[config.mk]
export PLATFORM = sky130hd
export DESIGN_NAME = led_data_rx
export DESIGN_NICKNAME = d
export VERILOG_FILES = /design/src/rtl/led_data_rx.sv
export SDC_FILE = /design/constraint.sdc
export NUM_CORES = 1
export LEC_CHECK = 0
export BUFFER_PORTS_ARGS = -buffer_cell sky130_fd_sc_hd__clkbuf_2
export CAP_MARGIN = 20
export CELL_PAD_IN_SITES_DETAIL_PLACEMENT = 1
export CELL_PAD_IN_SITES_GLOBAL_PLACEMENT = 1
export CORE_MARGIN = 5
export CORE_UTILIZATION = 40
export DETAILED_ROUTE_END_ITERATION = 8
export PLACE_DENSITY = 0.71
export SYNTH_ARGS = -nofsm -noshare
export SYNTH_HDL_FRONTEND = slang
export SYNTH_SLANG_ARGS = --single-unit
[constraint.sdc]
create_clock -name DCK -period 2.02 [get_ports DCK]
set_clock_uncertainty 0.05 [all_clocks]
set_input_delay 0.303 -clock DCK [delete_from_list [all_inputs] [get_ports DCK]]
set_output_delay 0.303 -clock DCK [all_outputs]
set_load 0.01 [all_outputs]
[src/rtl/led_data_rx.sv]
// led_data_rx: serial LED pixel receiver assembling words into a double-buffered frame store
module led_data_rx #(
  parameter int DW = 16,
  parameter int NPIX = 256,
  localparam int AW = $clog2(NPIX)
) (
  input  logic          DCK,
  input  logic          rst_n,
  input  logic          DAI,
  input  logic          DEN,
  input  logic          frame_ack,
  output logic          wr_en,
  output logic [AW:0]   wr_addr,
  output logic [DW-1:0] wr_data,
  output logic          frame_done,
  output logic          frame_rdy,
  output logic          rd_bank,
  output logic          ovf,
  output logic          frag_err
);
  localparam int BW = $clog2(DW);
  typedef enum logic {IDLE, SHIFT} state_t;
  state_t        state, state_nx;
  logic [BW-1:0] bit_cnt;
  logic [DW-1:0] shreg;
  logic [AW-1:0] word_cnt;
  logic          wr_bank;
  logic          word_end, frame_end;
  // a word ends on its DW-th sampled bit; the frame ends with the last word of the frame
  always_comb begin
    word_end  = state == SHIFT && DEN && bit_cnt == BW'(DW - 1);
    frame_end = word_end && word_cnt == AW'(NPIX - 1);
    state_nx  = DEN && !word_end ? SHIFT : IDLE;
  end
  // state register
  always_ff @(posedge DCK or negedge rst_n)
    if (!rst_n) state <= IDLE;
    else state <= state_nx;
  // bit assembly, word/bank bookkeeping and registered outputs
  always_ff @(posedge DCK or negedge rst_n) begin
    if (!rst_n) begin
      shreg      <= '0;
      bit_cnt    <= '0;
      word_cnt   <= '0;
      wr_bank    <= 1'b0;
      rd_bank    <= 1'b1;
      wr_en      <= 1'b0;
      wr_addr    <= '0;
      wr_data    <= '0;
      frame_done <= 1'b0;
      frame_rdy  <= 1'b0;
      ovf        <= 1'b0;
      frag_err   <= 1'b0;
    end else begin
      shreg      <= DEN ? {shreg[DW-2:0], DAI} : '0;
      bit_cnt    <= DEN && !word_end ? bit_cnt + 1'b1 : '0;
      wr_en      <= word_end;
      frame_done <= frame_end;
      ovf        <= frame_end && frame_rdy && !frame_ack;
      frag_err   <= state == SHIFT && !DEN;
      frame_rdy  <= frame_end ? 1'b1 : frame_ack ? 1'b0 : frame_rdy;
      if (word_end) begin
        wr_data  <= {shreg[DW-2:0], DAI};
        wr_addr  <= {wr_bank, word_cnt};
        word_cnt <= frame_end ? '0 : word_cnt + 1'b1;
      end
      if (frame_done && !ovf) begin
        wr_bank <= ~wr_bank;
        rd_bank <= wr_bank;
      end
    end
  end
endmodule

==> results.py, run 1 <==
metrics = {
    "floorplanning": {
        "core_area_um2": 5510,
        "initial_core_util_pct": 41.2,
        "pin_count": 36,
        "fp.dieArea_um2": 7280,
        "chipHeight_um": 85.3,
        "fp.dieW_um": 85.3,
        "rows": 27,
    },
    "cts": {
        "cts_tree": "done",
        "htree_levels": 3,
        "cts_max_path_buffers": 2,
        "cts-root-buf": "clkbuf_8",
        "cts.clk_slew.worst_paths_ns": 0.06,
        "cts_setup_buffers": 0,
        "cts_buffers": 9,
        "cts_sinks": 60,
        "clkLatencyLatePin_ns": 0.32,
    },
    "flow_run": {
        "cap_violations": 0,
    },
    "critical_path": {
        "r2r_setup_slack_ns": 0.23,
        "crit_path_end_kind": "flip-flop",
        "path_max_fanout": 8,
        "required_ns": 2.18,
        "critPathLaunchType": "flip-flop",
        "path_cells": "ha_1 > and3_2 > nand2_2 > buf_4 > inv_2 > mux2_2",
        "path_class": "reg2reg",
        "cp.arrival_ns": 1.96,
        "cp_top_family": "flip-flops",
        "cp_slowest_stage_delay_ns": 0.38,
        "cp_slowest_cell": "dfrtp_1",
        "cp_num_buf_inv": 2,
    },
    "layout": {
        "area_growth_pct": 21.8,
        "final_layout_size_suffix_gt1_share_pct": 34.4,
        "diodes": 0,
        "fillers": 585,
        "fin_nets": 212,
    },
    "power": {
        "p_leak_uw": 0.00145,
        "p_per_area_nw_per_um2": 857,
        "peakVddDrop_uv": 407,
    },
    "timing": {
        "final-hold-violation-count": 0,
        "fin_crit_sh_pct": 88.8,
        "drv_slew": 0,
        "tightest_slew_ns": 0.664,
        "finalSetupViolations": 0,
        "tns_ns": 0,
        "max_slew_margin_pct": 55.8,
        "max_clock_freq_mhz": 558,
        "min_period_ns": 1.79,
        "whs_ns": 0.159,
        "rsz0062_at_grt": "false",
    },
    "placed_design": {
        "hpwl_mm": 3.05,
        "gp_congestion": 0.815,
        "io_buffers": 35,
    },
    "drt": {
        "ant_nets": 0,
        "num_vias": 1407,
        "avgRoutedWirePerCell_um": 15.5,
        "drt_iter0_markers": 32,
        "totalWireLength_mm": 4.35,
        "vias_per_cell": 5.01,
        "drt_first_pass_iters": 3,
        "route.detailed.drc": 0,
    },
    "synth": {
        "seq_area_frac_synth_pct": 66.2,
        "syn_area_um2": 2270,
        "synth_top_area_share_pct": 65.0,
        "syn-num-nets": 166,
        "yosysWarnings": 0,
        "yosys.area.top_type": "dfrtp_1",
        "async_flop_share_pct": 100,
        "synth_area_leaders": "dfrtp_1, mux2_2, mux2_1",
        "ys.flop_type": "dfrtp_1",
        "synth_edf_count": 0,
        "synthCells": 159,
        "synth.distinct_cells": 37,
        "ys_ff_latch": 60,
        "synth_area_per_cell_um2": 14.3,
    },
    "global_routing": {
        "grt_pass1_vias": 1548,
        "grt_usage_pct": 13.6,
        "antenna_found_initial": 0,
        "grt_max_degree": 36,
        "grt_pass1_wl_mm": 7.63,
        "grt.overflow.total": 0,
    },
    "min_path": {
        "min_path_type": "in2reg",
    },
    "outcome": {
        "status": "finished, final reports clean",
    },
}
==> cells by family after synthesis <==
group	Yosys count	synth area share (%)
and+or+nand+nor	44	11.6
buffers and inverters	9	1.98
adders and majority gates	2	1.10
muxes	27	13.3
DFF	60	66.2
AOI/OAI and AO/OA	11	3.47
xor gates and xnor gates	6	2.31
==> cell usage in the layout, fill, tap and decap left out, types with 4 or more instances in the layout <==
master	n
dfrtp_1	59
clkbuf_2	35
and2_1	18
mux2_2	14
mux2_1	12
clkbuf_8	12
nand3_1	7
buf_4	4
==> area by class of cell <==
class	instances	area, um2	area share, %
clock inverters	1	30.0	1.09
repair buffers	41	235	8.51
multi-input cells	90	723	26.2
clock buffers	14	173	6.24
flip-flops and latches	60	1500	54.3
inverters	3	11.3	0.407
well taps	72	90.1	3.26
==> power by group <==
group          switching [uW]  total, uW  internal [uW]
combinational            38.6       57.4           18.8
sequential               6.87       1220           1210
clock                     428       1090            666
==> through the flow <==
stage          instances  worst slack [ns]  power, uW  instance area [um2]  util, %
2_1_floorplan        159             0.343       1260                 2270        -
3_3_place_gp         265             0.284       1290                 2550     46.4
3_5_place_dp         265             0.214       1300                 2550     46.4
4_1_cts              281             0.201       2420                 2770     50.2
5_1_grt              281             0.129       2470                 2770     50.2
6_report             281             0.227       2370                 2770     50.2
==> routing by layer <==
layer / GRT usage [%] / vias up / wire length [um]
met4: 5.90 / 0 / 53
met3: 5.44 / 6 / 240
met2: 22.4 / 32 / 2160
met5: 0 / - / 0
li1: - / 643 / -
met1: 15.7 / 726 / 1900
==> worst paths after layout <==
path,from,cells past startpoint,to
setup / recovery,bit_cnt[0],6,wr_data[15]
max in group asynchronous,rst_n,3,bit_cnt[2]
hold / removal,DAI,2,shreg[0]
min in group asynchronous,rst_n,2,frame_rdy
setup reg to reg,bit_cnt[0],6,wr_data[15]
hold reg to reg,shreg[11],1,shreg[12]
==> worst register-to-register path, delay by kind of cell (launching register included) <==
kind	cells	cell delay [ns]
flops	1	0.38
simple gates	2	0.35
mux	1	0.34
buf+inv	2	0.33
fa+ha+maj	1	0.23
==> state kept, by name, summed over array words and instances (netlist names) <==
| signal | count |
|---|---|
| wr_addr | 9 |
| wr_bank | 1 |
| bit_cnt | 4 |
| wr_en | 1 |
| rd_bank | 1 |
| shreg | 15 |
| wr_data | 16 |
| frame_rdy | 1 |
| frag_err | 1 |
| frame_done | 1 |
| state | 1 |
| ovf | 1 |
| word_cnt | 8 |
==> cells in the mapped netlist (3+ instances only) <==
| library cell | n |
|---|---|
| mux2_2 | 14 |
| buf_2 | 3 |
| nand3_1 | 7 |
| mux2_1 | 12 |
| xor2_1 | 3 |
| o21ai_0 | 3 |
| dfrtp_1 | 59 |
| and2_1 | 18 |
| xnor2_1 | 3 |
==> timing repair <==
item	4_1_cts	5_1_grt
hold buffers	1	0
resized for setup	0	0
hold endpoints to repair	24	0
Note: power is estimated with default switching activity, not from simulation.
==> inputs of run 2 (changes only) <==
--- a/config.mk
+++ b/config.mk
@@ -9,7 +9,6 @@
 export CAP_MARGIN = 20
 export CELL_PAD_IN_SITES_DETAIL_PLACEMENT = 1
 export CELL_PAD_IN_SITES_GLOBAL_PLACEMENT = 1
-export CORE_MARGIN = 5
 export CORE_UTILIZATION = 40
 export DETAILED_ROUTE_END_ITERATION = 8
 export PLACE_DENSITY = 0.71
==> results.py, run 2 (same netlist as run 1, synthesis figures left out) <==
metrics = {
    "global_routing": {
        "grt_pass1_vias": 1540,
        "grt_usage_pct": 16.8,
        "grt_max_degree": 24,
        "grt.overflow.total": 0,
        "antenna_found_initial": 0,
        "grt_pass1_wl_mm": 7.58,
    },
    "cts": {
        "clkLatencyLatePin_ns": 0.33,
        "cts_setup_buffers": 0,
        "cts_buffers": 9,
        "cts_max_path_buffers": 2,
        "cts.clk_slew.worst_paths_ns": 0.06,
        "ctsResizeCount": 0,
        "cts_sinks": 60,
        "cts_tree": "done",
        "htree_levels": 3,
        "ctsHoldBuffers": 1,
        "cts-root-buf": "clkbuf_8",
    },
    "drt": {
        "num_vias": 1393,
        "route.detailed.drc": 0,
        "drt_iter0_markers": 68,
        "avgRoutedWirePerCell_um": 15.2,
        "totalWireLength_mm": 4.30,
        "drt_first_pass_iters": 4,
        "ant_nets": 0,
        "vias_per_cell": 4.94,
    },
    "critical_path": {
        "critPathLaunchType": "flip-flop",
        "path_cells": "ha_1 > and3_2 > nand2_2 > buf_4 > mux2_1",
        "cp_slowest_cell": "dfrtp_1",
        "cp.arrival_ns": 2.03,
        "rr_startpoint": "bit_cnt[0]",
        "crit_path_end_kind": "flip-flop",
        "worst_r2r_endpoint": "wr_data[9]",
        "rr_worst_depth": 5,
        "path_max_fanout": 13,
        "cp_slowest_stage_delay_ns": 0.40,
        "required_ns": 2.18,
        "path_class": "reg2reg",
        "r2r_setup_slack_ns": 0.15,
    },
    "min_path": {
        "hold_depth": 2,
        "hold_start": "DAI",
        "min_to": "wr_data[0]",
        "min_path_type": "in2reg",
    },
    "timing": {
        "max_slew_margin_pct": 66.0,
        "tns_ns": 0,
        "fin_ws_ns": 0.148,
        "fin_crit_sh_pct": 92.7,
        "finalSetupViolations": 0,
        "final-hold-violation-count": 0,
        "max_clock_freq_mhz": 534,
        "rsz0062_at_grt": "false",
        "tightest_slew_ns": 0.510,
        "drv_slew": 0,
        "min_period_ns": 1.87,
    },
    "layout": {
        "diodes": 0,
        "mostFrequentLayoutCell": "dfrtp_1",
        "reg_top3": "wr_data: 16 flops, shreg: 15 flops, wr_addr: 9 flops",
        "final_layout_size_suffix_gt1_share_pct": 35.2,
        "largest_reg_flops": 16,
        "layout_common_cells": "dfrtp_1, clkbuf_2, and2_1",
        "fin_area_um2": 2770,
        "fin_nets": 212,
        "top_register": "wr_data",
        "area_growth_pct": 21.8,
    },
    "placed_design": {
        "pre_cts_slack_ns": 0.155,
        "gp_congestion": 0.830,
        "io_buffers": 35,
        "hpwl_mm": 3.05,
        "placed_cell_area_um2": 2540,
    },
    "power": {
        "p_sw_uw": 487,
        "peakVddDrop_uv": 445,
        "combPwrFrac_pct": 2.3,
        "p_leak_uw": 0.00145,
        "power.internal_uw": 1950,
        "seqPwrFrac_pct": 50.0,
        "clockPowerShare_pct": 47.8,
        "p_per_area_nw_per_um2": 881,
        "swShare_pct": 20.0,
    },
    "floorplanning": {
        "rows": 27,
        "fp.dieW_um": 77.3,
        "initial_core_util_pct": 41.5,
        "core_area_um2": 5470,
        "chipHeight_um": 77.3,
        "fp.dieArea_um2": 5980,
        "pin_count": 36,
    },
    "flow_run": {
        "cap_violations": 0,
    },
    "outcome": {
        "status": "finished, final reports clean",
    },
}
==> run 2: metal layers <==
metal	vias up	track usage [%]	wire, um
li1	646	-	-
met1	707	21.8	1980
met2	31	25.4	2100
met3	9	4.00	133
met4	0	10.2	93
met5	-	0	0
==> run 2: layout make-up <==
cell class              instances  area, um2
clock buffers                  11        141
clock inverters                 5       75.1
fillers                       575       2710
inverters                       3       11.3
multi-input cells              90        723
flip-flops and latches         60       1500
well taps                      72       90.1
repair buffers                 41        223
==> run 2: worst max-delay path by stage <==
| stage | startpoint | to |
|---|---|---|
| after floorplan | bit_cnt[0] | wr_data[2] |
| after global placement | bit_cnt[0] | wr_data[12] |
| after detailed placement | bit_cnt[0] | wr_data[3] |
| after CTS | bit_cnt[0] | wr_data[3] |
| after global routing | bit_cnt[0] | wr_data[13] |
| final | bit_cnt[0] | wr_data[9] |
==> run 2: metrics by stage <==
stage	power, uW	hold WS, ns	cells	utilization [%]
2_1_floorplan	1260	-0.0426	159	-
3_3_place_gp	1290	0.232	265	46.4
3_5_place_dp	1300	0.251	265	46.4
4_1_cts	2470	0.142	282	50.5
5_1_grt	2530	0.141	282	50.5
6_report	2440	0.149	282	50.5
==> run 2: worst max-delay path, delay by kind of cell, from the launching register on <==
family	cells	cell delay, ns
and+or+nand+nor	2	0.45
DFF	1	0.40
muxes	1	0.35
buffers and inverters	1	0.26
adders and majority gates	1	0.25
==> run 2: power groups by stage <==
stage | Sequential, uW | Combinational (uW) | Clock, uW
floorplan | 1240 | 16.6 | 0
global placement | 1240 | 53.0 | 0
detailed placement | 1240 | 55.8 | 0
CTS | 1220 | 58.2 | 1200
global route | 1220 | 65.5 | 1250
finish | 1220 | 54.9 | 1160
